### config.mk
export PLATFORM = sky130hd
export DESIGN_NAME = result_bram_reader
export DESIGN_NICKNAME = d
export VERILOG_FILES = /design/src/rtl/result_bram_reader_pkg.sv /design/src/rtl/result_bram_reader_sync_fifo.sv /design/src/rtl/result_bram_reader.sv
export SDC_FILE = /design/constraint.sdc
export NUM_CORES = 1
export LEC_CHECK = 0
export CAP_MARGIN = 5
export CORE_MARGIN = 2
export CORE_UTILIZATION = 50
export CTS_CLUSTER_DIAMETER = 100
export DETAILED_ROUTE_END_ITERATION = 8
export PLACE_DENSITY = 0.76
export SYNTH_ARGS = -nofsm -noshare
export SYNTH_HDL_FRONTEND = slang
export SYNTH_SLANG_ARGS = --single-unit
### constraint.sdc
create_clock -name clk -period 8.08 [get_ports clk]
set_clock_uncertainty 0.1 [all_clocks]
set_input_delay 1.616 -clock clk [delete_from_list [all_inputs] [get_ports clk]]
set_output_delay 1.616 -clock clk [all_outputs]
set_load 0.02 [all_outputs]
### src/rtl/result_bram_reader_pkg.sv
// Shared types and constants for the result BRAM drain path.
package result_bram_reader_pkg;

  localparam int unsigned DefWidth     = 16;
  localparam int unsigned DefChunkSize = 4;
  localparam int unsigned DefWordWidth = DefWidth * DefChunkSize;

  typedef enum logic [1:0] {
    StIdle,
    StRead,
    StDrain
  } state_e;

  // Result words per pass for an I x W output tiled into BLOCK_SIZE-wide chunks.
  function automatic int unsigned calc_num_words(input int unsigned i_outer_dimension,
                                                 input int unsigned w_outer_dimension,
                                                 input int unsigned block_size);
    return ((i_outer_dimension + block_size - 1) / block_size) *
           ((w_outer_dimension + block_size - 1) / block_size);
  endfunction

endpackage

### src/rtl/result_bram_reader_sync_fifo.sv
// Show-ahead synchronous FIFO with occupancy output; head is visible while not empty.
module result_bram_reader_sync_fifo #(
  parameter int unsigned Width = 65,
  parameter int unsigned Depth = 4
) (
  input  logic                       clk_i,
  input  logic                       rst_ni,
  input  logic                       push_i,
  input  logic [Width-1:0]           data_i,
  input  logic                       pop_i,
  output logic [Width-1:0]           data_o,
  output logic                       valid_o,
  output logic [$clog2(Depth+1)-1:0] count_o
);
  localparam int unsigned PtrW = (Depth > 1) ? $clog2(Depth) : 1;
  localparam int unsigned CntW = $clog2(Depth + 1);

  logic [Width-1:0] mem_q [Depth];
  logic [PtrW-1:0]  wr_ptr_q, wr_ptr_d, rd_ptr_q, rd_ptr_d;
  logic [CntW-1:0]  count_q, count_d;
  logic             do_pop;

  function automatic logic [PtrW-1:0] ptr_inc(input logic [PtrW-1:0] p);
    return (p == PtrW'(Depth - 1)) ? '0 : p + PtrW'(1);
  endfunction

  always_comb begin
    valid_o  = (count_q != '0);
    do_pop   = pop_i & valid_o;
    wr_ptr_d = push_i ? ptr_inc(wr_ptr_q) : wr_ptr_q;
    rd_ptr_d = do_pop ? ptr_inc(rd_ptr_q) : rd_ptr_q;
    count_d  = count_q + CntW'(push_i) - CntW'(do_pop);
    data_o   = valid_o ? mem_q[rd_ptr_q] : '0;
    count_o  = count_q;
  end

  always_ff @(posedge clk_i or negedge rst_ni) begin
    if (!rst_ni) begin
      wr_ptr_q <= '0;
      rd_ptr_q <= '0;
      count_q  <= '0;
    end else begin
      wr_ptr_q <= wr_ptr_d;
      rd_ptr_q <= rd_ptr_d;
      count_q  <= count_d;
    end
  end

  always_ff @(posedge clk_i) begin
    if (push_i) mem_q[wr_ptr_q] <= data_i;
  end

  // Upstream credit accounting must never let a write land on a full FIFO.
  write_when_full_a : assert property (@(posedge clk_i) disable iff (!rst_ni)
    !(push_i && !pop_i && (count_q == CntW'(Depth))));

endmodule

### src/rtl/result_bram_reader.sv
// Drains the result BRAM over port B and streams the words out with valid/ready/last.
module result_bram_reader
  import result_bram_reader_pkg::*;
#(
  parameter int unsigned WIDTH      = DefWidth,
  parameter int unsigned CHUNK_SIZE = DefChunkSize,
  parameter int unsigned NUM_WORDS  = 9,
  parameter int unsigned ADDR_WIDTH = 14,
  parameter int unsigned RD_LATENCY = 2,
  parameter int unsigned FIFO_DEPTH = 4
) (
  input  logic                        clk,
  input  logic                        rst_n,
  input  logic                        start,
  output logic                        busy,
  output logic                        done,
  output logic                        bram_enb,
  output logic [ADDR_WIDTH-1:0]       bram_addrb,
  input  logic [WIDTH*CHUNK_SIZE-1:0] bram_doutb,
  output logic [WIDTH*CHUNK_SIZE-1:0] m_data,
  output logic                        m_valid,
  output logic                        m_last,
  input  logic                        m_ready
);
  localparam int unsigned WordW = WIDTH * CHUNK_SIZE;
  localparam int unsigned CntW  = $clog2(FIFO_DEPTH + 1);
  localparam logic [ADDR_WIDTH-1:0] LastAddr = ADDR_WIDTH'(NUM_WORDS - 1);

  state_e                state_q, state_d;
  logic                  busy_q, busy_d, done_q, done_d, enb_q, enb_d;
  logic [ADDR_WIDTH-1:0] addr_q, addr_d, rd_cnt_q, rd_cnt_d;
  logic [RD_LATENCY-1:0] sr_valid_q, sr_valid_d, sr_last_q, sr_last_d;
  logic [CntW-1:0]       fifo_count;
  logic                  pop, can_issue;
  int unsigned           outstanding;

  assign pop        = m_valid & m_ready;
  assign busy       = busy_q;
  assign done       = done_q;
  assign bram_enb   = enb_q;
  assign bram_addrb = addr_q;

  // Every read already issued owns a FIFO slot; a word popped this cycle frees its slot.
  always_comb begin
    outstanding = 32'(fifo_count) + 32'(enb_q) - 32'(pop);
    for (int unsigned i = 0; i < RD_LATENCY; i++) outstanding += 32'(sr_valid_q[i]);
    can_issue = (outstanding + 1) <= FIFO_DEPTH;
  end

  // Stage 0 lines up with the cycle after enb; the top stage lines up with valid doutb.
  always_comb begin
    sr_valid_d[0] = enb_q;
    sr_last_d[0]  = enb_q & (addr_q == LastAddr);
    for (int unsigned i = 1; i < RD_LATENCY; i++) begin
      sr_valid_d[i] = sr_valid_q[i-1];
      sr_last_d[i]  = sr_last_q[i-1];
    end
  end

  always_comb begin
    state_d  = state_q;
    busy_d   = busy_q;
    done_d   = 1'b0;
    enb_d    = 1'b0;
    addr_d   = addr_q;
    rd_cnt_d = rd_cnt_q;
    unique case (state_q)
      StIdle: begin
        if (start) begin
          state_d  = StRead;
          busy_d   = 1'b1;
          rd_cnt_d = '0;
        end
      end
      StRead: begin
        if (can_issue) begin
          enb_d    = 1'b1;
          addr_d   = rd_cnt_q;
          rd_cnt_d = rd_cnt_q + ADDR_WIDTH'(1);
          if (rd_cnt_q == LastAddr) state_d = StDrain;
        end
      end
      StDrain: begin
        if (pop && m_last) begin
          state_d = StIdle;
          busy_d  = 1'b0;
          done_d  = 1'b1;
        end
      end
      default: state_d = StIdle;
    endcase
  end

  always_ff @(posedge clk or negedge rst_n) begin
    if (!rst_n) begin
      state_q    <= StIdle;
      busy_q     <= 1'b0;
      done_q     <= 1'b0;
      enb_q      <= 1'b0;
      addr_q     <= '0;
      rd_cnt_q   <= '0;
      sr_valid_q <= '0;
      sr_last_q  <= '0;
    end else begin
      state_q    <= state_d;
      busy_q     <= busy_d;
      done_q     <= done_d;
      enb_q      <= enb_d;
      addr_q     <= addr_d;
      rd_cnt_q   <= rd_cnt_d;
      sr_valid_q <= sr_valid_d;
      sr_last_q  <= sr_last_d;
    end
  end

  result_bram_reader_sync_fifo #(
    .Width(WordW + 1),
    .Depth(FIFO_DEPTH)
  ) u_fifo (
    .clk_i  (clk),
    .rst_ni (rst_n),
    .push_i (sr_valid_q[RD_LATENCY-1]),
    .data_i ({sr_last_q[RD_LATENCY-1], bram_doutb}),
    .pop_i  (pop),
    .data_o ({m_last, m_data}),
    .valid_o(m_valid),
    .count_o(fifo_count)
  );

endmodule

==> flow_summary.toml <==
[status]
outcome = "finished clean"

[logic_synthesis]
yosysSeqAreaShare_pct = 72.94
synth_warnings = 0
synth_edf_count = 260
synth_flop_cell = "edfxtp_1"
synth_area_leaders = "edfxtp_1, mux4_2, dfrtp_1, and2_1, ha_1"
syn-cell-area_um2 = 12210
syn_area_per_cell_um2 = 19.00
synth_top_area_share_pct = 63.92
synthArstFlopShare_pct = 14.47
synth_cells = 643
syn_nets = 731
yosysUniqueCellTypes = 52
synth_top_area_cell = "edfxtp_1"
ys_seq_elements = 304

[sta]
finalWorstSetupSlack_ns = 2.908
drv_slew = 0
fmax_mhz = 193.4
finalSetupViolations = 0
tns_ns = 0
fin_crit_sh_pct = 64.00
worst_pin_slew_ns = 1.053
rsz0062_at_grt = "false"
relSlewSlack_pct = 29.79
period_needed_ns = 5.172
hold_viol_final = 0

[worst_setup_path]
critical_path.max_fanout = 38
arrival_ns = 3.46
worst_setup_path_end_kind = "output pin"
worst_path_max_delay_cell = "dfrtp_4"
critical_path_class = "flop to output pin"
path_cells = "buf_4 -> mux4_2 -> and2_1 -> clkdlybuf4s50_1"
required_ns = 6.36
cpPeakStageDelay_ns = 0.83
path_delay_family = "buffers and inverters"
crit_path_start_kind = "flop"
path_buf_inv = 2

[detailed_routing]
vias = 6349
wirelength_um = 23560
dr.pass1.iters = 4
ant_nets = 0
vias_per_cell = 5.530
avgRoutedWirePerCell_um = 20.52
drtIter0Drc = 505
remaining_drc_errors = 0

[placement]
gp_congestion = 0.8937
dp_cells = 1092
dp_slack_ns = 2.443
io_buffers = 150
hpwl_um = 13850

[floorplanning]
die_h_um = 160.3
initial_core_util_pct = 50.52
dieArea_um2 = 25690
core.rowCount = 57
io_pins = 151
core-area_um2 = 24180
die_w_um = 160.3

[global_routing]
antenna_found_initial = 0
grt_pass1_wl_um = 36830
grt_pass1_vias = 6737
grt_overflow = 0
grt_usage_pct = 18.37
grt_max_degree = 68

[hold_path]
hp-class = "flop to flop"

[cts]
cts.reportedPaths.clkPinSlew_ns = 0.07
cts.sinks = 304
cts.htree.levels = 1
ctsResizeCount = 0
post_cts_buffers = 0
clk_path_buf_depth = 3
cts_buffers = 31
tritoncts = "done"
postCtsHoldBufs = 0
cts_root_buf = "clkbuf_16"
clkLatencyLatePin_ns = 0.54

[layout]
fin_util_pct = 62.31
n_antenna_cell = 0
instances_no_fill = 1148
areaGrowthSynthToFinish_pct = 23.35
layout-drive-gt1-share_pct = 17.23
fillCellCount = 1679
fin_nets = 889

[run]
maxCapViolCount = 0

[power_and_ir_drop]
power.total_mw = 5.935
power-per-cell-area_nw_per_um2 = 393.9
ir_drop_v = 0.0002956
leakage_nw = 5.241
-- per-stage QoR --
stage	hold WS, ns	area [um2]
final	0.2509	15070
after global routing	0.2685	15070
after CTS	0.2542	15070
after detailed placement	0.2389	14030
after global placement	0.2372	14030
after floorplan	0.2312	12210
-- placed cells by master, fill, tap and decap left out, types with 4 or more instances in the layout --
cell             Yosys  layout
nand2b_1             5       5
dfrtp_1             44      42
nor2_1               7       7
clkinvlp_4           0       4
edfxtp_1           260     260
nor2b_1              4       4
clkdlybuf4s50_1      0     149
ha_1                17      17
and2_1              70      66
o21ai_0             10      10
clkbuf_16            0      31
nand4_1              4       4
or3_1                7       6
bufinv_16            0       5
a21oi_1              7       7
mux2i_1              6       6
mux2_1               5       5
nand3_1              6       6
mux2_2              10      10
nand2_1             20      20
mux4_2              65      65
inv_1               23      23
clkinv_2             0       8
clkinv_1             0       6
and2_4               0       4
nor4_1               4       4
-- cell usage after synthesis (6+ instances only) --
library cell,number
dfrtp_1,44
mux4_2,65
and2_1,70
o21ai_0,10
clkbuf_1,15
nand3_1,6
nor2_1,7
a21oi_1,7
mux2_2,10
inv_1,23
buf_2,6
or3_1,7
nand2_1,20
edfxtp_1,260
ha_1,17
mux2i_1,6
-- power by group --
group          total [mW]  switching [mW]  internal [mW]
registers            2.16           0.203           1.96
clock network        1.43           0.572          0.857
logic                2.34            1.18           1.16
-- cells by family (layout without fill, tap and decap cells) --
logic type	Yosys count	count (layout)	synth area share, %
AND/OR/NAND/NOR	145	145	7.027
XOR/XNOR	3	3	0.3278
multiplexers	86	86	13.86
buffers and inverters	52	233	1.782
AO/OA/AOI/OAI	33	33	1.834
adder cells (fa/ha/maj)	20	20	2.233
flip-flops	304	304	72.94
-- final cells by class --
| class | instances | area (um2) | share of cell area, % |
|---|---|---|---|
| Clock buffer | 31 | 775.7 | 5.149 |
| Clock inverter | 25 | 260.3 | 1.727 |
| Inverter | 24 | 90.09 | 0.5980 |
| Multi-Input combinational cell | 287 | 3099 | 20.57 |
| Sequential cell | 304 | 8916 | 59.18 |
| Tap cell | 324 | 405.4 | 2.691 |
| Timing Repair Buffer | 153 | 1519 | 10.08 |
-- worst paths after layout --
check	depth (start not counted)	startpoint	to	slack, ns
worst max-delay path	4	u_fifo.rd_ptr_q[0]	m_data[38]	2.91
worst min-delay path	0	sr_last_q[0]	sr_last_q[1]	0.25
worst max register to register	20	u_fifo.count_o[1]	rd_cnt_q[10]	3.45
worst min register to register	0	sr_last_q[0]	sr_last_q[1]	0.25
max in group asynchronous	1	rst_n	u_fifo.rd_ptr_q[1]	6.03
min in group asynchronous	1	rst_n	bram_addrb[6]	1.14
-- worst register-to-register path, stage by stage, from the launching register on --
cell,delay [ns]
dfrtp_1,0.46
or3_2,0.52
nand2_1,0.14
inv_1,0.07
ha_1,0.27
inv_1,0.05
ha_1,0.27
inv_1,0.04
ha_1,0.26
inv_1,0.05
ha_1,0.16
inv_1,0.06
fa_1,0.44
xnor3_1,0.23
a21boi_1,0.36
a211oi_2,0.08
a21oi_1,0.19
buf_4,0.29
inv_2,0.14
nand3_1,0.13
mux2i_1,0.23
-- flip-flops by register name, summed over array words and instances (netlist names) --
register / count
state_q: 2
done: 1
sr_valid_q: 2
rd_cnt_q: 14
bram_addrb: 14
bram_enb: 1
busy: 1
u_fifo.wr_ptr_q: 2
u_fifo.count_o: 3
u_fifo.mem_q: 260
sr_last_q: 2
u_fifo.rd_ptr_q: 2
-- layer usage --
metal | share of wire (%) | routed length [um] | track usage, %
met5 | 0 | 0 | 0
met4 | 1.4 | 319 | 3.686
met3 | 6.3 | 1488 | 3.487
met2 | 49 | 11610 | 30.87
met1 | 43 | 10140 | 25.61
(Power assumes the default switching activity.)
